**config.mk**
```make
export PLATFORM = sky130hd
export DESIGN_NAME = stream_rr_mux
export DESIGN_NICKNAME = d
export VERILOG_FILES = /design/src/rtl/stream_pkg.sv /design/src/rtl/stream_fifo.sv /design/src/rtl/stream_rr_mux.sv
export SDC_FILE = /design/constraint.sdc
export NUM_CORES = 1
export LEC_CHECK = 0
export CELL_PAD_IN_SITES_DETAIL_PLACEMENT = 0
export CELL_PAD_IN_SITES_GLOBAL_PLACEMENT = 1
export CORE_ASPECT_RATIO = 1.75
export CORE_MARGIN = 5
export CORE_UTILIZATION = 55
export DETAILED_ROUTE_END_ITERATION = 16
export GPL_ROUTABILITY_DRIVEN = 1
export PLACE_DENSITY = 0.88
export SYNTH_ARGS = -nofsm -noshare
export SYNTH_HDL_FRONTEND = slang
export SYNTH_SLANG_ARGS = --single-unit
export TNS_END_PERCENT = 100
```
**constraint.sdc**
```tcl
create_clock -name ap_clk -period 7.5 [get_ports ap_clk]
set_input_delay 1.5 -clock ap_clk [delete_from_list [all_inputs] [get_ports ap_clk]]
set_output_delay 1.5 -clock ap_clk [all_outputs]
set_load 0.05 [all_outputs]
```
**src/rtl/stream_pkg.sv**
```systemverilog
// stream_pkg: shared stream width constants and width helpers
package stream_pkg;
  localparam int DATA_W_DEF = 32;
  function automatic int clog2(input int v);
    int r;
    r = 0;
    while ((1 << r) < v) r++;
    return r;
  endfunction
  function automatic int tag_width(input int n);
    return (clog2(n) > 1) ? clog2(n) : 1;
  endfunction
endpackage

```
**src/rtl/stream_fifo.sv**
```systemverilog
// stream_fifo: power-of-two synchronous FIFO with vld/ack on both sides and registered full/empty
module stream_fifo
  import stream_pkg::*;
#(
  parameter int DATA_W = DATA_W_DEF,
  parameter int FIFO_DEPTH = 4
) (
  input  logic              clk,
  input  logic              rst_n,
  input  logic              wr_vld,
  output logic              wr_ack,
  input  logic [DATA_W-1:0] wr_data,
  output logic              rd_vld,
  input  logic              rd_ack,
  output logic [DATA_W-1:0] rd_data
);
  localparam int AW = clog2(FIFO_DEPTH);
  localparam int CW = AW + 1;
  logic [DATA_W-1:0] mem [FIFO_DEPTH];
  logic [AW-1:0] wp, rp;
  logic [CW-1:0] cnt, cnt_nxt;
  logic full, empty, wr, rd;
  assign wr_ack = !full;
  assign rd_vld = !empty;
  assign wr = wr_vld & !full;
  assign rd = rd_ack & !empty;
  assign cnt_nxt = cnt + CW'(wr) - CW'(rd);
  assign rd_data = mem[rp];
  always_ff @(posedge clk)
    if (wr) mem[wp] <= wr_data;
  always_ff @(posedge clk or negedge rst_n)
    if (!rst_n) begin
      wp <= '0;
      rp <= '0;
      cnt <= '0;
      full <= 1'b0;
      empty <= 1'b1;
    end else begin
      if (wr) wp <= wp + AW'(1);
      if (rd) rp <= rp + AW'(1);
      cnt <= cnt_nxt;
      full <= cnt_nxt == CW'(FIFO_DEPTH);
      empty <= cnt_nxt == '0;
    end
endmodule

```
**src/rtl/stream_rr_mux.sv**
```systemverilog
// stream_rr_mux: N-to-1 round-robin stream concentrator, output tagged with source channel.
// Define STREAM_RR_MUX_PKT_LOCK_EN to hold the grant until a word with payload MSB (last) set.
module stream_rr_mux
  import stream_pkg::*;
#(
  parameter int NUM_CH = 4,
  parameter int DATA_W = DATA_W_DEF,
  parameter int FIFO_DEPTH = 4,
  localparam int TAG_W = tag_width(NUM_CH)
) (
  input  logic                     ap_clk,
  input  logic                     ap_rst_n,
  input  logic                     ap_start,
  output logic                     ap_idle,
  input  logic [NUM_CH*DATA_W-1:0] in_data,
  input  logic [NUM_CH-1:0]        in_vld,
  output logic [NUM_CH-1:0]        in_ack,
  output logic [TAG_W+DATA_W-1:0] out_data,
  output logic                     out_vld,
  input  logic                     out_ack
);
  logic [1:0] rst_sync;
  logic rst_n, gnt_vld, load;
  logic [NUM_CH-1:0] wr_ack, not_empty, rd_ack, wr;
  logic [DATA_W-1:0] rd_data [NUM_CH];
  logic [TAG_W-1:0] rr_ptr, gnt, idx;
`ifdef STREAM_RR_MUX_PKT_LOCK_EN
  logic locked;
  logic [TAG_W-1:0] lock_ch;
`endif

  function automatic logic [TAG_W-1:0] wrap_inc(input logic [TAG_W-1:0] v);
    return (v == TAG_W'(NUM_CH - 1)) ? '0 : v + TAG_W'(1);
  endfunction

  // asynchronous assertion, synchronous release
  always_ff @(posedge ap_clk or negedge ap_rst_n)
    if (!ap_rst_n) rst_sync <= '0;
    else rst_sync <= {rst_sync[0], 1'b1};
  assign rst_n = rst_sync[1];

  assign in_ack = {NUM_CH{ap_start & rst_n}} & wr_ack;
  assign wr = in_vld & in_ack;
  assign load = gnt_vld & (!out_vld | out_ack);

  for (genvar c = 0; c < NUM_CH; c++) begin : g_ch
    stream_fifo #(.DATA_W(DATA_W), .FIFO_DEPTH(FIFO_DEPTH)) u_fifo (
      .clk(ap_clk),
      .rst_n(rst_n),
      .wr_vld(wr[c]),
      .wr_ack(wr_ack[c]),
      .wr_data(in_data[c*DATA_W +: DATA_W]),
      .rd_vld(not_empty[c]),
      .rd_ack(rd_ack[c]),
      .rd_data(rd_data[c])
    );
    assign rd_ack[c] = load && gnt == TAG_W'(c);
  end

  // first non-empty channel at or after rr_ptr, wrapping
  always_comb begin
    gnt_vld = 1'b0;
    gnt = rr_ptr;
    idx = rr_ptr;
    for (int i = 0; i < NUM_CH; i++) begin
      if (!gnt_vld && not_empty[idx]) begin
        gnt_vld = 1'b1;
        gnt = idx;
      end
      idx = wrap_inc(idx);
    end
`ifdef STREAM_RR_MUX_PKT_LOCK_EN
    if (locked) begin
      gnt = lock_ch;
      gnt_vld = not_empty[lock_ch];
    end
`endif
  end

  always_ff @(posedge ap_clk or negedge rst_n)
    if (!rst_n) begin
      out_vld <= 1'b0;
      out_data <= '0;
      rr_ptr <= '0;
      ap_idle <= 1'b1;
`ifdef STREAM_RR_MUX_PKT_LOCK_EN
      locked <= 1'b0;
      lock_ch <= '0;
`endif
    end else begin
      ap_idle <= !(|not_empty) && !out_vld && !(|wr);
      if (load) begin
        out_vld <= 1'b1;
        out_data <= {gnt, rd_data[gnt]};
`ifdef STREAM_RR_MUX_PKT_LOCK_EN
        locked <= !rd_data[gnt][DATA_W-1];
        lock_ch <= gnt;
        if (rd_data[gnt][DATA_W-1]) rr_ptr <= wrap_inc(gnt);
`else
        rr_ptr <= wrap_inc(gnt);
`endif
      end else if (out_ack) out_vld <= 1'b0;
    end
endmodule

```
* Word-level counts from Yosys, hierarchy flattened *
Memory sizes are Yosys's and may differ from the RTL's.
Cells that the tools add are included.

word-level totals
  bits in registers = 76
  latch bits = 0
  RAM bits = 512
  memory bits (read-only) = 0
  input port bits = 136
  output and inout bits = 40
  logic and storage cells = 141
  memories kept = 4

cells by class
  add/subtract/negate cells = 20
  multipliers = 0
  div/mod/pow operators = 0
  order comparisons = 5
  equal/unequal tests = 10
  shifts and indexed selects = 0
  mux-type cells = 32
  bitwise operators = 14
  reductions and logical operators = 31

memories
  name                words  width  rd ports  clocked after Yosys merged registers in  write ports  RTL line           text
  g_ch[0].u_fifo.mem  4      32     1         0                                        1            stream_fifo.sv:19  logic [DATA_W-1:0] mem [FIFO_DEPTH];
  g_ch[1].u_fifo.mem  4      32     1         0                                        1            stream_fifo.sv:19
  g_ch[2].u_fifo.mem  4      32     1         0                                        1            stream_fifo.sv:19
  g_ch[3].u_fifo.mem  4      32     1         0                                        1            stream_fifo.sv:19

operators with widths
  cell                                                         number
  binary-select mux 32 bit (select 2 bit)                      1
  two-way mux 32 bit                                           2
  adder 2 x 1 -> 2 bit (second input constant)                 12
  two-way mux 1 bit                                            18
  logical NOT 1 bit                                            14
  two-way mux 2 bit                                            7
  adder 3 x 1 -> 3 bit                                         4
  == test 3 bit (second input constant)                        4
  logical NOT 3 bit                                            4
  less-than comparator 2 x 3 -> 1 bit (second input constant)  4
  subtractor 3 x 1 -> 3 bit                                    4
  AND 1 bit                                                    10
  == test 2 bit (second input constant)                        5
  logical AND 1 bit                                            9
  AND 4 bit                                                    2
  binary-select mux 1 bit (select 2 bit)                       4
  OR reduction 4 bit                                           2
  greater-or-equal comparator 3 bit (second input constant)    1
  NOT 2 -> 3 bit                                               1
  == test 2 x 1 -> 1 bit (second input constant)               1
  logical NOT 2 bit                                            1
  nonzero test 2 bit                                           1
  bitwise OR 1 bit                                             1

* Depth between registers and ports, before layout *
  word-level depth = 18
  mapped depth = 18
  depth with buffers taken out = 16

* Modules after synthesis *
A second synthesis with hierarchy kept.

unflattened totals
  cell total of the unflattened synthesis = 1139
  area, all modules = 23679.0 um2

modules (own cells, without submodules)
  module         times used  cells an instance  area an instance (um2)  sequential area each (um2)
  stream_fifo    4           207                5143.7                  4070.2
  stream_rr_mux  1           311                3104.2                  1002.2

* Worst setup path before layout *
OpenSTA, ideal clock, no wires.

  path kind = reg2reg
  from = register rst_sync[1]
  to = register g_ch[3].u_fifo.full
  setup time = 88 ps
  data arrival time = 4589 ps
  required time = 7412 ps
  slack = 2823 ps
  stages on the path, launching flop included = 11
  buffers on the path = 1
  period minus slack after synthesis = 4677 ps
  cells stage by stage = dfrtp_1 -> nand2_1 -> nor2_1 -> and2_1 -> clkbuf_1 -> ha_1 -> inv_1 -> fa_1 -> xnor2_1 -> xnor2_1 -> nor3b_1

between the ends
  word-level cells in the longest chain between the ends = 7

RTL lines
  element                        RTL line             text
  start: declaration             stream_rr_mux.sv:22  logic [1:0] rst_sync;
  start signal: assignment       stream_rr_mux.sv:39  else rst_sync <= {rst_sync[0], 1'b1};
  AND 1 bit                      stream_rr_mux.sv:42  assign in_ack = {NUM_CH{ap_start & rst_n}} & wr_ack;
  AND 4 bit                      stream_rr_mux.sv:42
  via in_ack[3]                  stream_rr_mux.sv:17  output logic [NUM_CH-1:0] in_ack,
  AND 4 bit                      stream_rr_mux.sv:43  assign wr = in_vld & in_ack;
  AND 1 bit                      stream_fifo.sv:25    assign wr = wr_vld & !full;
  via g_ch[3].u_fifo.wr          stream_fifo.sv:22    logic full, empty, wr, rd;
  adder 3 x 1 -> 3 bit           stream_fifo.sv:27    assign cnt_nxt = cnt + CW'(wr) - CW'(rd);
  subtractor 3 x 1 -> 3 bit      stream_fifo.sv:27
  via g_ch[3].u_fifo.cnt_nxt[2]  stream_fifo.sv:21    logic [CW-1:0] cnt, cnt_nxt;
  == test 3 bit                  stream_fifo.sv:42    full <= cnt_nxt == CW'(FIFO_DEPTH);
  end signal: assignment         stream_fifo.sv:42
  end: declaration               stream_fifo.sv:22

The timed path passes the listed nets, and every way through them passes these cells.
A chain may end at the register's enable or synchronous reset.

* Worst setup path after layout *
  from = input ap_start
  to = output in_ack[3]

between the ends
  word-level cells in the longest chain between the ends = 2

RTL lines
  element             RTL line             text
  start: declaration  stream_rr_mux.sv:13  input logic ap_start,
  AND 1 bit           stream_rr_mux.sv:42
  AND 4 bit           stream_rr_mux.sv:42
  end: declaration    stream_rr_mux.sv:17

Every way passes these cells.

==> metrics.md <==
| Metric | Value |
|---|---|
| FF-to-FF path depth | `16` |
| Initial drt markers | `846` |
| Area grow syn2layout | `17.57%` |
| Slew Limit Fails | `0` |
| Hold-fix buffers, CTS | `0` |
| Via density | `5.861` |
| Avg Cell Area, Syn | `around 21 um^2` |
| Achievable Freq | `209.4 MHz` |
| Clock transition at the registers of the reported paths | `0.07 ns` |
| Period utilization | `0.6367` |
| Final ANT Viol Nets | `0` |
| Setup CP Type | `in -> out` |
| Number of enable flip-flop cells after synthesis | `512` |
| Top Ports | `176` |
| Top post-synthesis cells by area | `edfxtp_1 66%, mux4_2 13%, dfrtp_1 7.7%` |
| VDD IR max | `about 0.00023 V` |
| Main synth FF type | `edfxtp_1` |
| Pre-antenna DRT Iters | `5` |
| Die height | `281.2 um` |
| Mapped Nets | `1,258` |
| Final setup skew | `0.02542 ns` |
| Largest net degree at the start of global routing | `76` |
| Hold path endpoint | `rst_sync[1]` |
| Share of async-settable or async-resettable flops after synthesis | `0.1293` |
| Initial Util | `0.5556` |
| Post-cts sizing count | `0` |
| Slew headroom | `0.3048` |
| Leak Pwr | `0.009193 uW` |
| Gate Count Post-Synth | `1,092` |
| R2r endpoint | `g_ch[3].u_fifo.full` |
| First-pass GRT wire length | `71,980 um` |
| Reg2reg start | `rr_ptr[0]` |
| WL met1 | `18,420 um` |
| Vias after detailed routing | `11,040` |
| Met2 WL post-DR | `24,670 um` |
| Post-CTS setup buffers | `0` |
| Clock Path Buffers | `3` |
| Total Routing Usage GR | `0.2069` |
| Mapped cell area | `0.02312 mm^2` |
| Uppermost layer routed | `met4` |
| Hold WC Path Type | `reg -> reg` |
| Placed Cells | `1,789` |
| CTS tree | `built` |
| Critical Path AT | `3.28 ns` |
| RSZ-0062 raised after global routing | `false` |
| Final setup fails | `0` |
| Max-Cap Viols | `0` |
| Synth top area share | `0.6649` |
| Hold Violations, Final | `0` |
| CTS sink count | `588` |
| Fin area | `0.02719 mm^2` |
| RD Place Congestion | `around 0.76` |
| Worst-Margin Slew | `1.043 ns` |
| WL met3 | `2561 um` |
| CTS Buf Count | `50` |
| Die X | `165.0 um` |
| Hold Path Depth | `0` |
| Setup crit end kind | `output port` |
| DRT Wirelength | `around 47,000 um` |
| Status | `finished, final reports clean` |
| Non-Filler Instances | `1,883` |
| Pwr Density | `376.8 mW/mm^2` |
| Post-synth top area cell | `edfxtp_1` |
| Most common cell after layout, fill and taps aside | `edfxtp_1` |
| Reg-to-reg slack, setup | `2.87 ns` |
| DR WL/cell | `24.81 um` |
| Port buffer count | `175` |
| Row cnt | `99` |
| Min Tclk post-route | `4.776 ns` |
| Share of cells above drive strength 1 | `0.2170` |
| CP required | `6.00 ns` |
| Placed cell areas | `0.02549 mm^2` |
| Worst-Skew Late Latency | `about 0.58 ns` |
| Seq/Total Area, Yosys | `0.7474` |
| Dpl hpwl | `31,610 um` |
| H-tree depth | `2` |
| Yosys cell types | `55` |
| Most frequent cells in the layout | `512 x edfxtp_1, 175 x clkdlybuf4s50_1, 131 x mux4_2` |
| Startpoint Class | `input pin` |
| Setup TNS Final | `0 ns` |
| Worst-path maximum fanout | `6` |
| Core area | `0.04162 mm^2` |
| Die area | `0.04640 mm^2` |
| Nets | `1,452` |
| Post-route DRC | `0` |
| Syn. warnings | `0` |
| Vias in the first global route | `about 12,000` |
| Initial antenna violation count | `1` |
| Grt ovf | `0` |
| Root buf cell | `clkbuf_16` |
| Synth Register Bits | `around 600` |
| Hold Crit Start | `rst_sync[0]` |
[layout make-up]
type	count	area [um^2]
inverters	29	111.4
repair buffers	199	1932
fillers	2801	14430
clock buffers	60	1320
clock inverters	33	371.6
flip-flops and latches	588	17290
diodes	1	2.502
well taps	555	694.4
multi-input cells	418	5464
[routing by layer]
metal,GRT usage,vias up
met1,0.2844,5801
met5,0,-
met4,0.05827,0
met3,0.03081,61
li1,-,4831
met2,0.3490,343
[per-stage QoR]
| step | hold slack [ns] | utilization | worst slack (ns) | total power (uW) |
|---|---|---|---|---|
| after floorplan | 0.3312 | - | 2.823 | 6712 |
| after global placement | 0.3362 | 0.6125 | 2.755 | 7590 |
| after detailed placement | 0.3364 | 0.6125 | 2.712 | 7700 |
| after CTS | 0.3524 | 0.6532 | 2.712 | 10350 |
| after global routing | 0.3664 | 0.6532 | 2.460 | 10720 |
| final | 0.3495 | 0.6532 | 2.724 | 10240 |
[synthesized netlist by cell type (4+ instances only)]
library cell	instances
edfxtp_1	512
mux4_2	131
dfrtp_1	71
mux2i_1	66
nand2_1	52
clkbuf_1	38
o221ai_2	29
inv_1	28
ha_1	26
and3_1	17
xnor2_1	14
buf_2	8
buf_6	6
nor2_1	6
xor2_1	6
and2_1	5
dfstp_2	5
nor2b_1	5
nor3_1	5
nor3b_1	5
o21ai_0	5
o221ai_1	5
fa_1	4
[power breakdown]
group	switching, uW	internal (uW)	leakage, uW	total (uW)
registers	239	3920	0.00552	4160
logic	1950	1490	0.00285	3440
clock network	1140	1510	0.000824	2650
total	3320	6920	0.00919	10200
[cells by family after synthesis]
| logic type | share of synthesized area |
|---|---|
| AOI/OAI and AO/OA | 0.02938 |
| xor gates and xnor gates | 0.007575 |
| adders and majority gates | 0.01753 |
| buffers and inverters | 0.01683 |
| DFF | 0.7474 |
| muxes | 0.1571 |
| other | 0.0001622 |
| and+or+nand+nor | 0.02397 |
[critical path, cell delays in order]
cell             delay [ns]
clkdlybuf4s50_1        0.45
nand2_1                0.13
nor2_1                 0.33
clkdlybuf4s50_1        0.86
[registers in the layout (all words and copies together) (netlist names)]
register	cells
g_ch.u_fifo.mem	512
out_data	34
g_ch.u_fifo.cnt	12
g_ch.u_fifo.rp	8
g_ch.u_fifo.wp	8
g_ch.u_fifo.empty	4
g_ch.u_fifo.full	4
rr_ptr	2
rst_sync	2
ap_idle	1
out_vld	1
[worst max path at each step]
stage                           to  depth (start not counted)  slack, ns        start
2_1_floorplan  g_ch[3].u_fifo.full                         10       2.82  rst_sync[1]
3_3_place_gp             in_ack[3]                          4       2.76     ap_start
3_5_place_dp             in_ack[1]                          4       2.71     ap_start
4_1_cts                  in_ack[1]                          4       2.71     ap_start
5_1_grt                  in_ack[1]                          3       2.46  rst_sync[1]
6_report                 in_ack[3]                          4       2.72     ap_start
No activity file was read; power rests on OpenSTA's default activity.
